==> src/rtl/shell_pkg.sv <==
// Shared constants for the shell dispatcher: command-name table, built-in
// messages, FSM encoding and a ROM lookup helper for the message streamer.
package shell_pkg;

  localparam int LINE_MAX     = 32;
  localparam int CMD_NAME_LEN = 8;

  // Names are left-aligned and zero-padded; char j lives at [63-8j -: 8].
  localparam logic [63:0] CMD_NAME [8] = '{
    {"help",  32'h0},
    {"ls",    48'h0},
    {"echo",  32'h0},
    {"cat",   40'h0},
    {"date",  32'h0},
    {"clear", 24'h0},
    {"uname", 24'h0},
    {"shutdown"}
  };

  localparam int ERR_LEN = 18;
  localparam int TMO_LEN = 9;
  localparam logic [8*ERR_LEN-1:0] ERR_MSG = {"command not found", 8'h00};
  // Leading NUL terminates whatever partial line the executor left behind.
  localparam logic [8*TMO_LEN-1:0] TMO_MSG = {8'h00, "timeout", 8'h00};

  typedef enum logic [2:0] {
    S_IDLE,
    S_CAPTURE,
    S_MATCH,
    S_RUN,
    S_MSG,
    S_SOLVE,
    S_WAIT_ACK
  } state_t;

  function automatic logic [7:0] msg_byte(input logic sel, input logic [4:0] idx);
    logic [7:0] b;
    b = 8'h00;
    if (sel) begin
      if (int'(idx) < TMO_LEN) b = TMO_MSG[8*(TMO_LEN-1-int'(idx)) +: 8];
    end else begin
      if (int'(idx) < ERR_LEN) b = ERR_MSG[8*(ERR_LEN-1-int'(idx)) +: 8];
    end
    return b;
  endfunction

endpackage

==> src/rtl/shell_msg_streamer.sv <==
// Streams one of the built-in ROM messages (sel 0 = error, 1 = timeout) over
// the terminal bash-input handshake; done pulses as the final byte is taken.
module shell_msg_streamer
  import shell_pkg::*;
(
  input  logic       clk,
  input  logic       rst,
  input  logic       start,
  input  logic       sel,
  input  logic       next,
  output logic       valid,
  output logic [7:0] msg_char,
  output logic       done
);

  logic [4:0] ptr_q, ptr_d;
  logic       active_q, active_d;
  logic       sel_q, sel_d;
  logic [4:0] last;

  assign last     = sel_q ? 5'(TMO_LEN - 1) : 5'(ERR_LEN - 1);
  assign valid    = active_q;
  assign msg_char = active_q ? msg_byte(sel_q, ptr_q) : 8'h00;

  always_comb begin
    ptr_d    = ptr_q;
    active_d = active_q;
    sel_d    = sel_q;
    done     = 1'b0;
    if (start) begin
      ptr_d    = '0;
      active_d = 1'b1;
      sel_d    = sel;
    end else if (active_q && next) begin
      if (ptr_q == last) begin
        active_d = 1'b0;
        done     = 1'b1;
      end else begin
        ptr_d = ptr_q + 5'd1;
      end
    end
  end

  always_ff @(posedge clk or posedge rst) begin
    if (rst) begin
      ptr_q    <= '0;
      active_q <= 1'b0;
      sel_q    <= 1'b0;
    end else begin
      ptr_q    <= ptr_d;
      active_q <= active_d;
      sel_q    <= sel_d;
    end
  end

endmodule

==> src/rtl/shell_dispatcher.sv <==
// Drains a terminal line, matches its first token against the command table,
// runs one executor and relays its response, or emits a built-in message.
module shell_dispatcher
  import shell_pkg::*;
#(
  parameter int N_CMD          = 4,
  parameter int TIMEOUT_CYCLES = 50_000_000
) (
  input  logic               clk,
  input  logic               rst,
  input  logic               term_out_ready,
  input  logic [5:0]         term_out_len,
  input  logic [7:0]         term_out_char,
  output logic               term_out_next,
  output logic               term_in_ready,
  output logic [7:0]         term_in_char,
  input  logic               term_in_next,
  output logic               term_solved,
  input  logic               term_solved_ack,
  output logic [N_CMD-1:0]   cmd_start,
  output logic [N_CMD-1:0]   cmd_abort,
  input  logic [4:0]         cmd_arg_addr,
  output logic [7:0]         cmd_arg_data,
  output logic [5:0]         cmd_arg_len,
  input  logic [N_CMD-1:0]   resp_valid,
  input  logic [8*N_CMD-1:0] resp_char,
  output logic [N_CMD-1:0]   resp_ready,
  input  logic [N_CMD-1:0]   resp_done
);

  localparam int AW = (N_CMD > 1) ? $clog2(N_CMD) : 1;

  state_t          state_q, state_d;
  logic [5:0]      cnt_q, cnt_d, len_q, len_d;
  logic            phase_q, phase_d;
  logic            out_next_q, out_next_d;
  logic [AW-1:0]   idx_q, idx_d, act_q, act_d;
  logic            done_flag_q, done_flag_d;
  logic [31:0]     timer_q, timer_d;
  logic [7:0]      buf_q [LINE_MAX];
  logic            buf_we;
  logic [5:0]      k, arg_start;
  logic [4:0]      arg_idx;
  logic [63:0]     name;
  logic            hit;
  logic            msg_start, msg_sel, msg_next, msg_valid, msg_done;
  logic [7:0]      msg_char;

  assign term_out_next = out_next_q;

  // Token length: position of the first space, else the whole line.
  always_comb begin
    k = len_q;
    for (int j = LINE_MAX - 1; j >= 0; j--) begin
      if (6'(j) < len_q && buf_q[j] == 8'h20) k = 6'(j);
    end
  end

  assign arg_start    = (k < len_q) ? k + 6'd1 : len_q;
  assign cmd_arg_len  = len_q - arg_start;
  assign arg_idx      = arg_start[4:0] + cmd_arg_addr;
  assign cmd_arg_data = ({1'b0, cmd_arg_addr} < cmd_arg_len) ? buf_q[arg_idx] : 8'h00;

  always_comb begin
    name = '0;
    for (int i = 0; i < N_CMD; i++) begin
      if (idx_q == AW'(i)) name = CMD_NAME[i];
    end
    hit = (k <= 6'd8);
    for (int j = 0; j < CMD_NAME_LEN; j++) begin
      if (6'(j) < k && name[8*(7-j) +: 8] != buf_q[j]) hit = 1'b0;
      if (6'(j) == k && name[8*(7-j) +: 8] != 8'h00) hit = 1'b0;
    end
  end

  always_comb begin
    state_d       = state_q;
    cnt_d         = cnt_q;
    len_d         = len_q;
    phase_d       = phase_q;
    out_next_d    = 1'b0;
    idx_d         = idx_q;
    act_d         = act_q;
    done_flag_d   = done_flag_q;
    timer_d       = timer_q;
    buf_we        = 1'b0;
    msg_start     = 1'b0;
    msg_sel       = 1'b0;
    cmd_start     = '0;
    cmd_abort     = '0;
    resp_ready    = '0;
    term_in_ready = 1'b0;
    term_in_char  = 8'h00;
    term_solved   = 1'b0;
    case (state_q)
      S_IDLE: begin
        if (term_out_ready) begin
          state_d = S_CAPTURE;
          cnt_d   = '0;
          phase_d = 1'b0;
          len_d   = term_out_len;
        end
      end
      S_CAPTURE: begin
        if (!phase_q) begin
          if (cnt_q == len_q) begin
            state_d = (len_q == 6'd0) ? S_SOLVE : S_MATCH;
            idx_d   = '0;
          end else begin
            buf_we     = 1'b1;
            out_next_d = 1'b1;
            cnt_d      = cnt_q + 6'd1;
            phase_d    = 1'b1;
          end
        end else begin
          phase_d = 1'b0;
        end
      end
      S_MATCH: begin
        if (hit) begin
          cmd_start[idx_q] = 1'b1;
          act_d            = idx_q;
          done_flag_d      = 1'b0;
          timer_d          = '0;
          state_d          = S_RUN;
        end else if (idx_q == AW'(N_CMD - 1)) begin
          msg_start = 1'b1;
          state_d   = S_MSG;
        end else begin
          idx_d = idx_q + 1'b1;
        end
      end
      S_RUN: begin
        term_in_ready      = resp_valid[act_q];
        term_in_char       = resp_char[8*act_q +: 8];
        resp_ready[act_q]  = term_in_next;
        if (resp_done[act_q]) done_flag_d = 1'b1;
        if (term_in_next) timer_d = '0;
        else if (timer_q != '1) timer_d = timer_q + 32'd1;
        // A char still pending after done is delivered before finishing.
        if (done_flag_q && !resp_valid[act_q] && !term_in_next) begin
          state_d = S_SOLVE;
        end else if (!term_in_next && timer_q >= 32'(TIMEOUT_CYCLES - 1)) begin
          cmd_abort[act_q] = 1'b1;
          msg_start        = 1'b1;
          msg_sel          = 1'b1;
          state_d          = S_MSG;
        end
      end
      S_MSG: begin
        term_in_ready = msg_valid;
        term_in_char  = msg_char;
        if (msg_done) state_d = S_SOLVE;
      end
      S_SOLVE: begin
        term_solved = 1'b1;
        state_d     = S_WAIT_ACK;
      end
      S_WAIT_ACK: begin
        if (term_solved_ack) state_d = S_IDLE;
      end
      default: state_d = S_IDLE;
    endcase
  end

  assign msg_next = term_in_next && (state_q == S_MSG);

  shell_msg_streamer u_msg (
    .clk      (clk),
    .rst      (rst),
    .start    (msg_start),
    .sel      (msg_sel),
    .next     (msg_next),
    .valid    (msg_valid),
    .msg_char (msg_char),
    .done     (msg_done)
  );

  always_ff @(posedge clk or posedge rst) begin
    if (rst) begin
      state_q     <= S_IDLE;
      cnt_q       <= '0;
      len_q       <= '0;
      phase_q     <= 1'b0;
      out_next_q  <= 1'b0;
      idx_q       <= '0;
      act_q       <= '0;
      done_flag_q <= 1'b0;
      timer_q     <= '0;
    end else begin
      state_q     <= state_d;
      cnt_q       <= cnt_d;
      len_q       <= len_d;
      phase_q     <= phase_d;
      out_next_q  <= out_next_d;
      idx_q       <= idx_d;
      act_q       <= act_d;
      done_flag_q <= done_flag_d;
      timer_q     <= timer_d;
    end
  end

  // Line buffer keeps its contents across reset.
  always_ff @(posedge clk) begin
    if (buf_we) buf_q[cnt_q[4:0]] <= term_out_char;
  end

endmodule

==> config.mk <==
export PLATFORM = sky130hd
export DESIGN_NAME = shell_dispatcher
export DESIGN_NICKNAME = d
export VERILOG_FILES = /design/src/rtl/shell_pkg.sv /design/src/rtl/shell_msg_streamer.sv /design/src/rtl/shell_dispatcher.sv
export SDC_FILE = /design/constraint.sdc
export NUM_CORES = 1
export LEC_CHECK = 0
export CAP_MARGIN = 20
export CORE_MARGIN = 3
export CORE_UTILIZATION = 40
export CTS_CLUSTER_DIAMETER = 150
export DETAILED_ROUTE_END_ITERATION = 10
export GPL_TIMING_DRIVEN = 0
export PLACE_DENSITY = 0.59
export SLEW_MARGIN = 20
export SYNTH_ARGS = -nofsm -noshare
export SYNTH_HDL_FRONTEND = slang
export SYNTH_SLANG_ARGS = --single-unit
export TNS_END_PERCENT = 10
==> constraint.sdc <==
create_clock -name clk -period 18.3 [get_ports clk]
set_input_delay 1.83 -clock clk [delete_from_list [all_inputs] [get_ports clk]]
set_output_delay 1.83 -clock clk [all_outputs]
set_load 0.005 [all_outputs]
---- Word-level counts from Yosys, hierarchy flattened ----
Memory sizes are Yosys's and may differ from the RTL's.
Index checks and enable logic that the tools add are counted.
cells by class
  add/sub/neg operators ................... 9
  $lt $le $gt $ge ......................... 50
  equal/unequal tests ..................... 73
  shifts and indexed selects .............. 3
  mux-type cells .......................... 125
  bitwise gates (word level) .............. 1
  reductions and logical operators ........ 84
operators with widths
  operator                                                             count
  == test 8 x 6 -> 1 bit, second input constant                        32
  2-to-1 mux 6 bit                                                     36
  2-to-1 mux 64 bit                                                    3
  variable part select 144 x 32 -> 8 bit, first input constant         1
  < comparator 5 x 6 -> 1 bit, first input constant                    16
  2-to-1 mux 32 bit                                                    3
  variable part select 72 x 32 -> 8 bit, first input constant          1
  inequality test 8 bit                                                8
  case mux 32 bit (2 select lines)                                     1
  nonzero test 8 bit                                                   8
  2-to-1 mux 63 bit                                                    1
  logical AND 1 bit                                                    55
  < comparator 3 x 6 -> 1 bit, first input constant                    8
  < comparator 4 x 6 -> 1 bit, first input constant                    8
  2-to-1 mux 1 bit                                                     40
  2-to-1 mux 8 bit                                                     5
  adder 32 x 1 -> 32 bit, second input constant                        1
  greater-or-equal comparator 32 x 26 -> 1 bit, second input constant  1
  inequality test 32 bit, second input constant                        1
  variable part select 32 x 6 -> 8 bit                                 1
  2-to-1 mux 3 bit                                                     10
  == test 3 x 6 -> 1 bit, first input constant                         4
  < comparator 1 x 6 -> 1 bit, first input constant                    4
  < comparator 2 x 6 -> 1 bit, first input constant                    4
  other kinds (46)                                                     93
storage, ports and cells
  register bits after elaboration ......... 61
  bits in writable memories ............... 256
  bits of input ports ..................... 64
  output and inout port bits .............. 37
  logic and storage cells ................. 358
  memories kept ........................... 1
memory list
  memory  depth  width  rd ports  clocked after memory_dff  wr ports  RTL line                text
  buf_q   32     8      33        0                         1         shell_dispatcher.sv:40  logic [7:0] buf_q [LINE_MAX];

---- Logic depth before layout (Yosys ltp) ----
An unclocked memory read counts as a cell.
  word-level depth ........................ 58
  mapped depth ............................ 33
  depth with buffers taken out ............ 29

---- Cells and area by module ----
A second synthesis with hierarchy kept.
unflattened totals
  cells, all modules ...................... 1446
  area total of the unflattened synthesis .. 17551.8 µm²
modules (own cells, without submodules)
  module              instances  cells an instance  area each (µm²)  sequential area each (µm²)
  shell_dispatcher    1          1292               16353.2          9038.7
  shell_msg_streamer  1          154                1198.6           175.2

---- Least setup slack after synthesis ----
Ideal clock, no wire load.
  path kind ............................... register to output
  from .................................... register len_q[5]
  to ...................................... output port cmd_arg_data[3]
  arrival time ............................ 6.964 ns
  data required time ...................... 16.470 ns
  setup slack ............................. 9.506 ns
  cell stages (with the launch flop) ...... 28
  path buffers ............................ 8
  cells stage by stage .................... dfrtp_1 buf_6 or3_1 buf_4 o311ai_4 and4_1 nand2b_1 nand2b_1 a21oi_1 ha_1 a21o_1 a21oi_1 o31ai_1 or2_2 clkbuf_1 buf_2 o21ai_0 inv_1 fa_1 clkbuf_1 buf_1 clkbuf_1 clkbuf_1 mux4_2 a211oi_1 a21oi_1 o21ai_0 a21oi_1
between the ends
  longest elaborated chain between the ends .. 39
  elaborated cells between the ends (all ways) .. 104
  those cells by class .................... add/sub: 3; order compare: 34; mux: 34; reduce/logical: 32; memory: 1
ends and longest elaborated chain
  what                                                                     RTL line                                        text
  start: declaration                                                       shell_dispatcher.sv:34                          logic [5:0] cnt_q, cnt_d, len_q, len_d;
  start signal: assignment                                                 shell_dispatcher.sv:193                         len_q <= len_d;
  < comparator 5 x 6 -> 1 bit                                              shell_dispatcher.sv:55                          if (6'(j) < len_q && buf_q[j] == 8'h20) k = 6'(j);
  logical AND 1 bit                                                        shell_dispatcher.sv:55
  2-to-1 mux 6 bit (32 in series)                                          shell_dispatcher.sv:55
  adder 6 x 1 -> 6 bit or < comparator 6 bit (tied branches)               shell_dispatcher.sv:59                          assign arg_start = (k < len_q) ? k + 6'd1 : len_q;
  2-to-1 mux 6 bit                                                         shell_dispatcher.sv:59
  adder 5 bit or subtractor 6 bit (tied branches)                          shell_dispatcher.sv:61, shell_dispatcher.sv:60
  memory read (32 x 8 bit) or < comparator 5 x 6 -> 1 bit (tied branches)  -
  2-to-1 mux 8 bit (*)                                                     shell_dispatcher.sv:62                          assign cmd_arg_data = ({1'b0, cmd_arg_addr} < cmd_arg_len) ? buf_q[arg_idx] : 8'h00;
  end: declaration                                                         shell_dispatcher.sv:23                          output logic [7:0] cmd_arg_data,
Mark *: on every way between the ends. The rest lies on a longest branch, timed or not.

---- Worst setup path after layout ----
  from .................................... register len_q[1]
  to ...................................... output port cmd_arg_data[4]
Same word-level chain as after synthesis.

==> results.sh <==
export IMPL_worstSetupPathType="flip-flop to output pin"
export IMPL_max_slew_margin_pct=33.92
export IMPL_worstPathRequired_ns=16.47
export IMPL_synth_top_family_by_area="simple AND/OR/NAND/NOR gates"
export IMPL_cts_sinks=317
export IMPL_synth_largest_area_cell="edfxtp_1"
export IMPL_crit_buf_inv=9
export IMPL_fill_cells=3829
export IMPL_synthMuxAreaShare_pct=11.10
export IMPL_ant_nets=0
export IMPL_ys_ff_latch=317
export IMPL_fmax_ghz=0.08216
export IMPL_grt_util_met2_pct=34.11
export IMPL_clkTransAtPathRegs_ns=0.06
export IMPL_worstSkewPairLatency_ns=0.54
export IMPL_drc=0
export IMPL_antenna_cells=0
export IMPL_grtUsageTotal_pct=21.68
export IMPL_synth_compound_area_share_pct=12.96
export IMPL_dp_hpwl_um=37860
export IMPL_io_buffers=99
export IMPL_met3_usage_pct=3.305
export IMPL_synthXorXnorAreaFrac_pct=1.903
export IMPL_vias=13130
export IMPL_drive_gt1_share_pct=12.96
export IMPL_drv_slew=0
export IMPL_htree_levels=2
export IMPL_slowest_stage="clkbuf_1"
export IMPL_grt_pass1_vias=12690
export IMPL_routed_wl_um=51150
export IMPL_slowest_delay_ns=0.81
export IMPL_die_area_sq_mm=0.04626
export IMPL_async_reset_ff_share_pct=19.24
export IMPL_synth_top_area_share_pct=43.96
export IMPL_drtIter0Drc=1454
export IMPL_setup_tns_ns=0
export IMPL_ys_seq_area_share_pct=52.69
export IMPL_ctsResizeCount=0
export IMPL_synth_edf_count=256
export IMPL_busiest_layer="met2"
export IMPL_cp_top_family="buffers and inverters"
export IMPL_hold_viol=0
export IMPL_final_period_utilization_pct=66.51
export IMPL_avgSynthCellArea_sq_um=12.29
export IMPL_timing_reg2reg_setup_slack_ns=13.26
export IMPL_overflow=0
export IMPL_synthSimpleGateAreaFrac_pct=15.93
export IMPL_grt_first_pass_wirelength_um=77580
export IMPL_row_count=75
export IMPL_synth_cell_types=101
export IMPL_crit_arrival_ns=10.34
export IMPL_grt_max_degree=40
export IMPL_wl_per_cell_um=23.53
export IMPL_tightest_slew_ns=0.9913
export IMPL_core_sq_mm=0.04260
export IMPL_synth_fa_ha_area_share_pct=2.733
export IMPL_netlist_instances=1423
export IMPL_firstDrtPassIters=6
export IMPL_crit_reg2reg_launch="len_q[0]$_DFFE_PP0P_"
export IMPL_ys_flop_type="edfxtp_1"
export IMPL_antenna_found_initial=0
export IMPL_min_period_ns=12.17
export IMPL_min_path_type="flip-flop to flip-flop"
export IMPL_hold_buffers=0
export IMPL_clockBufferDepth=3
export IMPL_ios=101
export IMPL_numCtsBuffers=36
export IMPL_path_max_fanout=10
export IMPL_nNetsFinal=1670
export IMPL_finalWeightedCongestion=1.000
export IMPL_vias_per_cell=6.037
export IMPL_syn_area_sq_mm=0.01749
export IMPL_setup_viol=0
export IMPL_postCtsSetupBuffers=0
export IMPL_cts_root_buf="clkbuf_16"
export IMPL_cap_violations=0
export IMPL_cts_tree="yes"
export IMPL_dieWidth_um=215.1
export IMPL_status="complete, no violations"
export IMPL_crit_path_start_kind="flip-flop"
export IMPL_synth_nets=1524
export IMPL_die_h_um=215.1
export IMPL_crit_cells=27
export IMPL_use_met1_pct=31.61
export IMPL_worstRegToRegCells=19
export IMPL_setup_worst_path_end="cmd_arg_data[4]"
export IMPL_ys_warn_count=0
export IMPL_critPathCaptureType="output pin"
export IMPL_synth_area_leaders="edfxtp_1, mux4_2, dfrtp_1"
export IMPL_area_growth_pct=18.07
export IMPL_start_util_pct=41.05
export IMPL_startpoint="len_q[1]$_DFFE_PP0P_"
export IMPL_finClkSkew_ns=0.03357
export IMPL_rr_endpoint="timer_q[21]$_DFFE_PP0P_"
export IMPL_rsz0062_at_grt="no"
## worst min path at each step
| stage | cells past startpoint | from | endpoint | slack, ns |
|---|---|---|---|---|
| finish | 1 | u_msg.valid$_DFFE_PP0P_ | u_msg.valid$_DFFE_PP0P_ | 0.50 |
| global route | 1 | u_msg.valid$_DFFE_PP0P_ | u_msg.valid$_DFFE_PP0P_ | 0.53 |
| CTS | 1 | u_msg.valid$_DFFE_PP0P_ | u_msg.valid$_DFFE_PP0P_ | 0.51 |
| detailed placement | 1 | u_msg.valid$_DFFE_PP0P_ | u_msg.valid$_DFFE_PP0P_ | 0.49 |
| global placement | 1 | u_msg.valid$_DFFE_PP0P_ | u_msg.valid$_DFFE_PP0P_ | 0.49 |
| floorplan | 1 | u_msg.valid$_DFFE_PP0P_ | u_msg.valid$_DFFE_PP0P_ | 0.46 |
## layer usage
metal  up-vias  wire length [um]
li1       5941                 -
met1      6489             22650
met2       607             23140
met3        88              4083
met4         0              1281
met5         -                 0
## stage by stage
| step | cell area (sq um) | setup slack [ns] | std cells | utilization (%) | hold WS (ns) |
|---|---|---|---|---|---|
| floorplan | 17490 | 9.506 | 1423 | - | 0.4564 |
| global placement | 19200 | 6.872 | 2099 | 45.07 | 0.4901 |
| detailed placement | 19370 | 6.859 | 2108 | 45.47 | 0.4936 |
| CTS | 20650 | 6.249 | 2174 | 48.46 | 0.5078 |
| global route | 20650 | 5.455 | 2174 | 48.46 | 0.5300 |
| finish | 20650 | 6.129 | 2174 | 48.46 | 0.5003 |
## layout make-up
class,count,area [sq um],share of cell area (%)
Buffer,74,330.3,1.600
Clock buffer,47,1005,4.866
Clock inverter,19,270.3,1.309
Inverter,37,141.4,0.6848
Multi-Input combinational cell,995,7810,37.83
Sequential cell,317,9214,44.63
Tap cell,577,721.9,3.497
Timing Repair Buffer,108,1154,5.588
## state kept, by name, summed over array words and instances (netlist names), 2 cells and up
name / flops
u_msg.ptr_q: 5
state_q: 3
idx_q: 2
len_q: 6
act_q: 2
timer_q: 32
cnt_q: 6
buf_q: 256
## logic make-up (layout without fill, tap and decap cells)
logic type / count (synthesis) / after routing
and+or+nand+nor: 507 / 507
DFF: 317 / 317
AOI/OAI and AO/OA: 312 / 312
buffers and inverters: 111 / 285
muxes: 101 / 101
xor gates and xnor gates: 38 / 38
adders and majority gates: 37 / 37
## synthesized netlist by cell type (14+ instances only)
cell type    n
a211oi_1    23
a21o_1      22
a21oi_1     77
and3_1      17
clkbuf_1    50
dfrtp_1     61
edfxtp_1   256
ha_1        35
inv_1       33
mux2i_1     24
mux4_2      74
nand2_1     89
nand2b_1    17
nand3_1     59
nand4_1     18
nor2_1     102
nor2b_1     26
nor3_1      39
nor4_1      38
nor4b_1     28
o21ai_0     50
o2bb2ai_1   16
o31ai_1     18
or4_1       14
xnor2_1     19
xor2_1      19
## layout by cell type, fill, tap and decap left out, types with 23 or more instances in the layout
cell	count
a211oi_1	23
a21oi_1	77
clkbuf_1	57
clkbuf_16	38
clkdlybuf4s50_1	91
dfrtp_1	61
edfxtp_1	256
ha_1	35
inv_1	32
mux2i_1	24
mux4_2	74
nand2_1	89
nand3_1	59
nor2_1	102
nor2b_1	26
nor3_1	39
nor4_1	38
nor4b_1	27
o21ai_0	50
Power is left out: the tool's default activity adds up to more than one toggle a clock period on the data nets, which glitch-free logic cannot reach.
